### config.mk
export PLATFORM = sky130hd
export DESIGN_NAME = mem_arbiter
export DESIGN_NICKNAME = d
export VERILOG_FILES = /design/src/rtl/mem_arbiter.sv
export SDC_FILE = /design/constraint.sdc
export NUM_CORES = 1
export LEC_CHECK = 0
export BUFFER_PORTS_ARGS = -buffer_cell sky130_fd_sc_hd__buf_2
export CAP_MARGIN = 20
export CORE_AREA = 5 5 99 101
export CTS_CLUSTER_DIAMETER = 60
export DETAILED_ROUTE_END_ITERATION = 12
export DIE_AREA = 0 0 104 106
export GPL_ROUTABILITY_DRIVEN = 0
export HOLD_SLACK_MARGIN = 0.02
export MAX_ROUTING_LAYER = met4
export PLACE_DENSITY = 0.61
export SLEW_MARGIN = 20
export SYNTH_ARGS = -nofsm -noshare
export SYNTH_HDL_FRONTEND = slang
export SYNTH_SLANG_ARGS = --single-unit
### constraint.sdc
create_clock -name CLK -period 4.44 [get_ports CLK]
set_input_delay 0.888 -clock CLK [delete_from_list [all_inputs] [get_ports CLK]]
set_output_delay 0.888 -clock CLK [all_outputs]
set_load 0.005 [all_outputs]
### src/rtl/mem_arbiter.sv
// Shared-memory arbiter between icache and dcache. The dcache is granted two-word
// blocks and a starve counter protects the icache. Optional stats counters: MEM_ARBITER_STATS_EN.
module mem_arbiter #(
    parameter int STARVE_MAX = 2
) (
    input  logic        CLK,
    input  logic        nRST,
    input  logic        iREN,
    input  logic [31:0] iaddr,
    output logic        iwait,
    output logic [31:0] iload,
    input  logic        dREN,
    input  logic        dWEN,
    input  logic [31:0] daddr,
    input  logic [31:0] dstore,
    output logic        dwait,
    output logic [31:0] dload,
    output logic        ramREN,
    output logic        ramWEN,
    output logic [31:0] ramaddr,
    output logic [31:0] ramstore,
    input  logic [31:0] ramload,
    input  logic [1:0]  ramstate
`ifdef MEM_ARBITER_STATS_EN
    ,
    output logic [31:0] icount,
    output logic [31:0] dcount
`endif
);

    localparam logic [1:0] RAM_ACCESS = 2'd2;

    typedef enum logic [1:0] {IDLE, DGRANT, IGRANT} state_t;

    state_t      r_state;
    state_t      w_nextState;
    logic        r_beat;
    logic        w_nextBeat;
    logic [1:0]  r_starve;
    logic [1:0]  w_nextStarve;
    logic        w_dReq;
    logic        w_access;
    logic        w_starved;

    assign w_dReq    = dREN | dWEN;
    assign w_access  = (ramstate == RAM_ACCESS);
    assign w_starved = (int'(r_starve) >= STARVE_MAX);

    assign iload = ramload;
    assign dload = ramload;

    always_ff @(posedge CLK or negedge nRST) begin
        if (!nRST) begin
            r_state  <= IDLE;
            r_beat   <= 1'b0;
            r_starve <= 2'd0;
        end else begin
            r_state  <= w_nextState;
            r_beat   <= w_nextBeat;
            r_starve <= w_nextStarve;
        end
    end

    // The dcache yields only when the icache is actually waiting and has been
    // passed over often enough; a stale starve count alone never blocks the dcache.
    always_comb begin
        w_nextState  = r_state;
        w_nextBeat   = r_beat;
        w_nextStarve = r_starve;
        case (r_state)
            IDLE: begin
                if (w_dReq && !(w_starved && iREN)) begin
                    w_nextState = DGRANT;
                end else if (iREN) begin
                    w_nextState  = IGRANT;
                    w_nextStarve = 2'd0;
                end
            end
            DGRANT: begin
                if (!w_dReq) begin
                    w_nextState = IDLE;
                    w_nextBeat  = 1'b0;
                end else if (w_access) begin
                    if (r_beat) begin
                        w_nextState = IDLE;
                        w_nextBeat  = 1'b0;
                        if (iREN && (r_starve != 2'b11)) begin
                            w_nextStarve = r_starve + 2'd1;
                        end
                    end else begin
                        w_nextBeat = 1'b1;
                    end
                end
            end
            IGRANT: begin
                if (!iREN || w_access) begin
                    w_nextState = IDLE;
                end
            end
            default: w_nextState = IDLE;
        endcase
    end

    // Only the owner ever sees wait low; a dropped request produces no strobe.
    always_comb begin
        ramREN   = 1'b0;
        ramWEN   = 1'b0;
        ramaddr  = 32'd0;
        ramstore = 32'd0;
        iwait    = 1'b1;
        dwait    = 1'b1;
        case (r_state)
            DGRANT: begin
                ramaddr  = daddr;
                ramstore = dstore;
                ramWEN   = dWEN;
                ramREN   = dREN & ~dWEN;
                dwait    = ~(w_access & w_dReq);
            end
            IGRANT: begin
                ramaddr = iaddr;
                ramREN  = iREN;
                iwait   = ~(w_access & iREN);
            end
            default: begin
                ramREN = 1'b0;
            end
        endcase
    end

`ifdef MEM_ARBITER_STATS_EN
    logic [31:0] r_icount;
    logic [31:0] r_dcount;

    always_ff @(posedge CLK or negedge nRST) begin
        if (!nRST) begin
            r_icount <= 32'd0;
            r_dcount <= 32'd0;
        end else begin
            if ((r_state == IGRANT) && iREN && w_access) begin
                r_icount <= r_icount + 32'd1;
            end
            if ((r_state == DGRANT) && w_dReq && w_access) begin
                r_dcount <= r_dcount + 32'd1;
            end
        end
    end

    assign icount = r_icount;
    assign dcount = r_dcount;
`endif

endmodule

# Word level (Yosys, flattened, before mapping)
# Index checks and enable logic that the tools add are counted.
# totals
ff_bits	5
input_bits	135
out_inout_bits	132
elab_cells	61
# classes
n_addsub	1
n_lt_le_gt_ge	1
n_eq_ne	15
muxes	23
bitwise	7
reduce_logical	11
# ops
op	n
32-bit case mux with 2 select lines	1
32-bit two-way mux	1
2-bit two-way mux	12
2-bit inequality test, second input constant	8
3-bit inequality test, second input constant	3
7-bit AND reduction	1
1-bit two-way mux	6
2-bit case mux with 3 select lines	1
2-bit == test, second input constant	2
2-bit case mux with 2 select lines	1
4-bit AND reduction	1
1-bit AND	3
1-bit logical AND	3
1-bit inverter	3
2-bit by 1-bit adder with 2-bit output, second input constant	1
2-bit by 1-bit == test with 1-bit output, second input constant	1
2-bit >= comparator, second input constant	1
1-bit zero test	2
2-bit zero test	1
2-bit by 1-bit inequality test with 1-bit output, second input constant	1
1-bit case mux with 2 select lines	1
2-bit AND reduction	1
2-bit nonzero test	1
1-bit logical OR	1
1-bit OR	1

# Longest topological paths before layout
# depth
depth_word	7
mapped_depth	7
mapped_depth_nobuf	6

# Worst setup path after synthesis
# OpenSTA, ideal clock, no wires.
# synth_timing
kind	input to output
startpoint	input dWEN
endpoint	output dwait
t_arrival_ps	1315
required_time_ps	3552
setup_slack_ps	2237
path_stages	2
path_buffers	0
cell_sequence	or2_2 > nand3_1
# synth_between
elab_chain_len	4
# synth_rtl
item	line	source
from (decl)	13	input logic dWEN,
1-bit OR	45	assign w_dReq = dREN | dWEN;
1-bit AND	118	dwait = ~(w_access & w_dReq);
1-bit inverter	118	
1-bit two-way mux	112	case (r_state)
to (decl)	16	output logic dwait,
# No other way between the ends.

# Worst setup path in the final report
# layout_timing
startpoint	register r_state[0]
endpoint	output ramREN
# layout_between
elab_chain_len	2
elab_cells_between_ends	3
cone_classes	eq/ne (2); mux (1)
# layout_rtl
item	line	source
from (decl)	35	state_t r_state;
from (signal assigned)	58	r_state <= w_nextState;
2-bit == test / 2-bit by 1-bit == test with 1-bit output (equally long branches)	112	
1-bit case mux with 2 select lines (*)	112	
to (decl)	18	output logic ramREN,
# Every way passes the cells marked *; elsewhere a longest branch is shown, timed or not.

==> flow_summary.toml <==
[status]
status = "finished, final reports clean"

[clock_network]
post_cts.repair.setup_buffers = 0
insertion_delay_ps = 220
post_cts_resized = 0
cts_sinks = 5
cts.clk_slew.worst_paths_ps = 40
cts.hold.buffers_added = 0
root_buffer = "clkbuf_8"
cts.path.max_buffers = 2
cts_buffers = 3
htree_num_levels = 1
cts_tree = "yes"

[timing]
finClkSkew_ps = 3.26
timing.slew.headroom_pct = 45.8
period_share_pct = 64.7
setup_viol_count_final = 0
setup_slack_ps = 1570
hold_viol = 0
worstMarginPinSlew_ps = 813
post-route-min-period_ps = 2870
rsz0062_at_grt = "false"
fmax_ghz = 0.348
slew_violations = 0
fin_tns_setup_ps = 0

[synth]
ys_ff_latch = 5
synth_flop_cell = "dfrtp_1"
synth.area.top_cells = "buf_4, a22oi_1, and2_1, nor2b_1, dfrtp_1"
yosysMostFrequentCell = "buf_4"
synth_fp_nets = 366
synthArstFlopShare_pct = 100
yosys.area.top_type = "buf_4"
synthTopCellsByCount = "buf_4, a22oi_1, and2_1, nor2b_1, clkbuf_1"
netlist_area_mm2 = 0.00166
yosysTopAreaCellShare_pct = 29.4
synth_edf_count = 0
synth_seq_area_share_pct = 7.55
synth_warnings = 0
avgSynthCellArea_um2 = 7.34
syn_inst = 226
yosysUniqueCellTypes = 32

[placed_design]
portBuffers = 170
preCtsSetupSlack_ps = 1480
placed_area_mm2 = 0.00211
place_hpwl_mm = 4.99

[grt]
track_usage_pct = 10.1
grt_pass1_vias = 1804
grt_pass1_wl_mm = 9.25
antenna_found_initial = 0
grt_max_degree = 72
overflow = 0

[worst_setup_path]
cpPeakStageDelay_ps = 820
cp_num_cells = 4
path_buf_inv = 2
critPathLaunchType = "register"
r2r-end = "r_starve[1]"
cp_slowest_cell = "ha_1"
cp.required_ps = 3550
end_kind = "output pin"
reg2reg_slack_ps = 2410
path_cells = "inv_1 > ha_1 > a21boi_0 > buf_2"
path_max_fanout = 33
r2r-start = "r_state[1]"
rr_worst_depth = 6
crit_arrival_ps = 1980
cp_top_family = "adder cells"
path_class = "register to output pin"

[layout]
layout-drive-gt1-share_pct = 57.8
fin_area_mm2 = 0.00217
diodes = 0
fin_util_pct = 24.2
fillCellCount = 1003
nNetsFinal = 463
syn_to_final_growth_pct = 30.6

[route]
first_iter_violations = 77
vias = 1848
viasPerCell = 4.27
drc = 0
avgRoutedWirePerCell_um = 14.1
ant_nets = 0
drt_wl_total_mm = 6.09
drtPass1Iterations = 4

[worst_hold_path]
hold_path.class = "primary input to asynchronous set/reset pin"

[floorplanning]
rows = 35
initial_core_util_pct = 18.6
die_h_um = 106
dieArea_mm2 = 0.0110
io_pins = 267
die_x_um = 104
core_mm2 = 0.00893

[pwr]
p_leak_nw = 1.19
vdd_ir_drop_max_mv = 0.269
powerDensity_mw_per_mm2 = 456
internal-power_mw = 0.528
switching_share_pct = 46.5
power_frac_clock_pct = 8.7
p_seq_share_pct = 7.1
power_frac_comb_pct = 84.1
switching_power_mw = 0.459

[run]
cap_viol_max_count = 0
-- worst reg2reg max path, cell delays in order, from the launching register on --
cell and delay [ps]:
dfrtp_1 370, inv_1 140, ha_4 580, o21ai_2 160, nor3_2 300, mux2i_1 260, o211ai_2 90
-- worst max-delay path by stage --
| stage | startpoint | to | slack (ps) |
|---|---|---|---|
| 2_1_floorplan | dWEN | dwait | 2240 |
| 3_3_place_gp | r_state[1] | ramREN | 1620 |
| 3_5_place_dp | r_state[1] | ramREN | 1480 |
| 4_1_cts | r_state[1] | ramREN | 1220 |
| 5_1_grt | r_state[0] | ramREN | 1300 |
| 6_report | r_state[0] | ramREN | 1570 |
-- layout by cell type, fill, tap and decap left out, types with 2 or more instances in the layout --
master / instances
buf_2: 170
a22oi_1: 32
nor2b_1: 32
and2_1: 32
nand2_1: 5
dfrtp_1: 5
inv_1: 4
nand3_1: 4
ha_1: 4
o21ai_0: 3
mux2i_1: 3
clkbuf_8: 3
nand3b_1: 2
nand2b_1: 2
nor3_2: 2
-- sequential cells by signal, indices dropped and copies added (netlist names) --
register / count
r_starve: 2
r_state: 2
r_beat: 1
-- per-layer routing --
layer	track usage, %	share of wire, %
met5	-	0
met4	3.52	3.2
met3	3.58	9.8
met1	11.5	37
met2	16.7	50
-- through the flow --
stage / instances / hold WS [ps] / power (mW)
2_1_floorplan: 226 / 480 / 0.635
3_3_place_gp: 429 / 513 / 0.887
3_5_place_dp: 429 / 532 / 0.912
4_1_cts: 433 / 478 / 1.00
5_1_grt: 433 / 479 / 1.11
6_report: 433 / 476 / 0.987
-- power by group through the flow --
stage | combinational (mW) | sequential (mW) | clock, mW
after CTS | 0.847 | 0.0683 | 0.0883
after detailed placement | 0.843 | 0.0686 | 0
after floorplan | 0.569 | 0.0660 | 0
after global routing | 0.941 | 0.0723 | 0.0931
final | 0.831 | 0.0702 | 0.0862
after global placement | 0.819 | 0.0675 | 0
-- logic make-up (layout without fill, tap and decap cells) --
group	count (synthesis)	in the layout	share of synthesized area, %
AO/OA/AOI/OAI	44	44	20.5
adder cells (fa/ha/maj)	5	5	3.77
buffers and inverters	83	179	33.9
flip-flops	5	5	7.55
multiplexers	3	3	1.81
AND/OR/NAND/NOR	86	86	32.5
-- final cells by class --
cell class	instances	area, um^2	area share, %
flip-flops and latches	5	125	5.78
clock buffers	4	45.0	2.08
multi-input cells	138	983	45.4
inverters	4	15.0	0.693
well taps	111	139	6.41
repair buffers	171	858	39.6
Power figures use the tool's default switching activity.
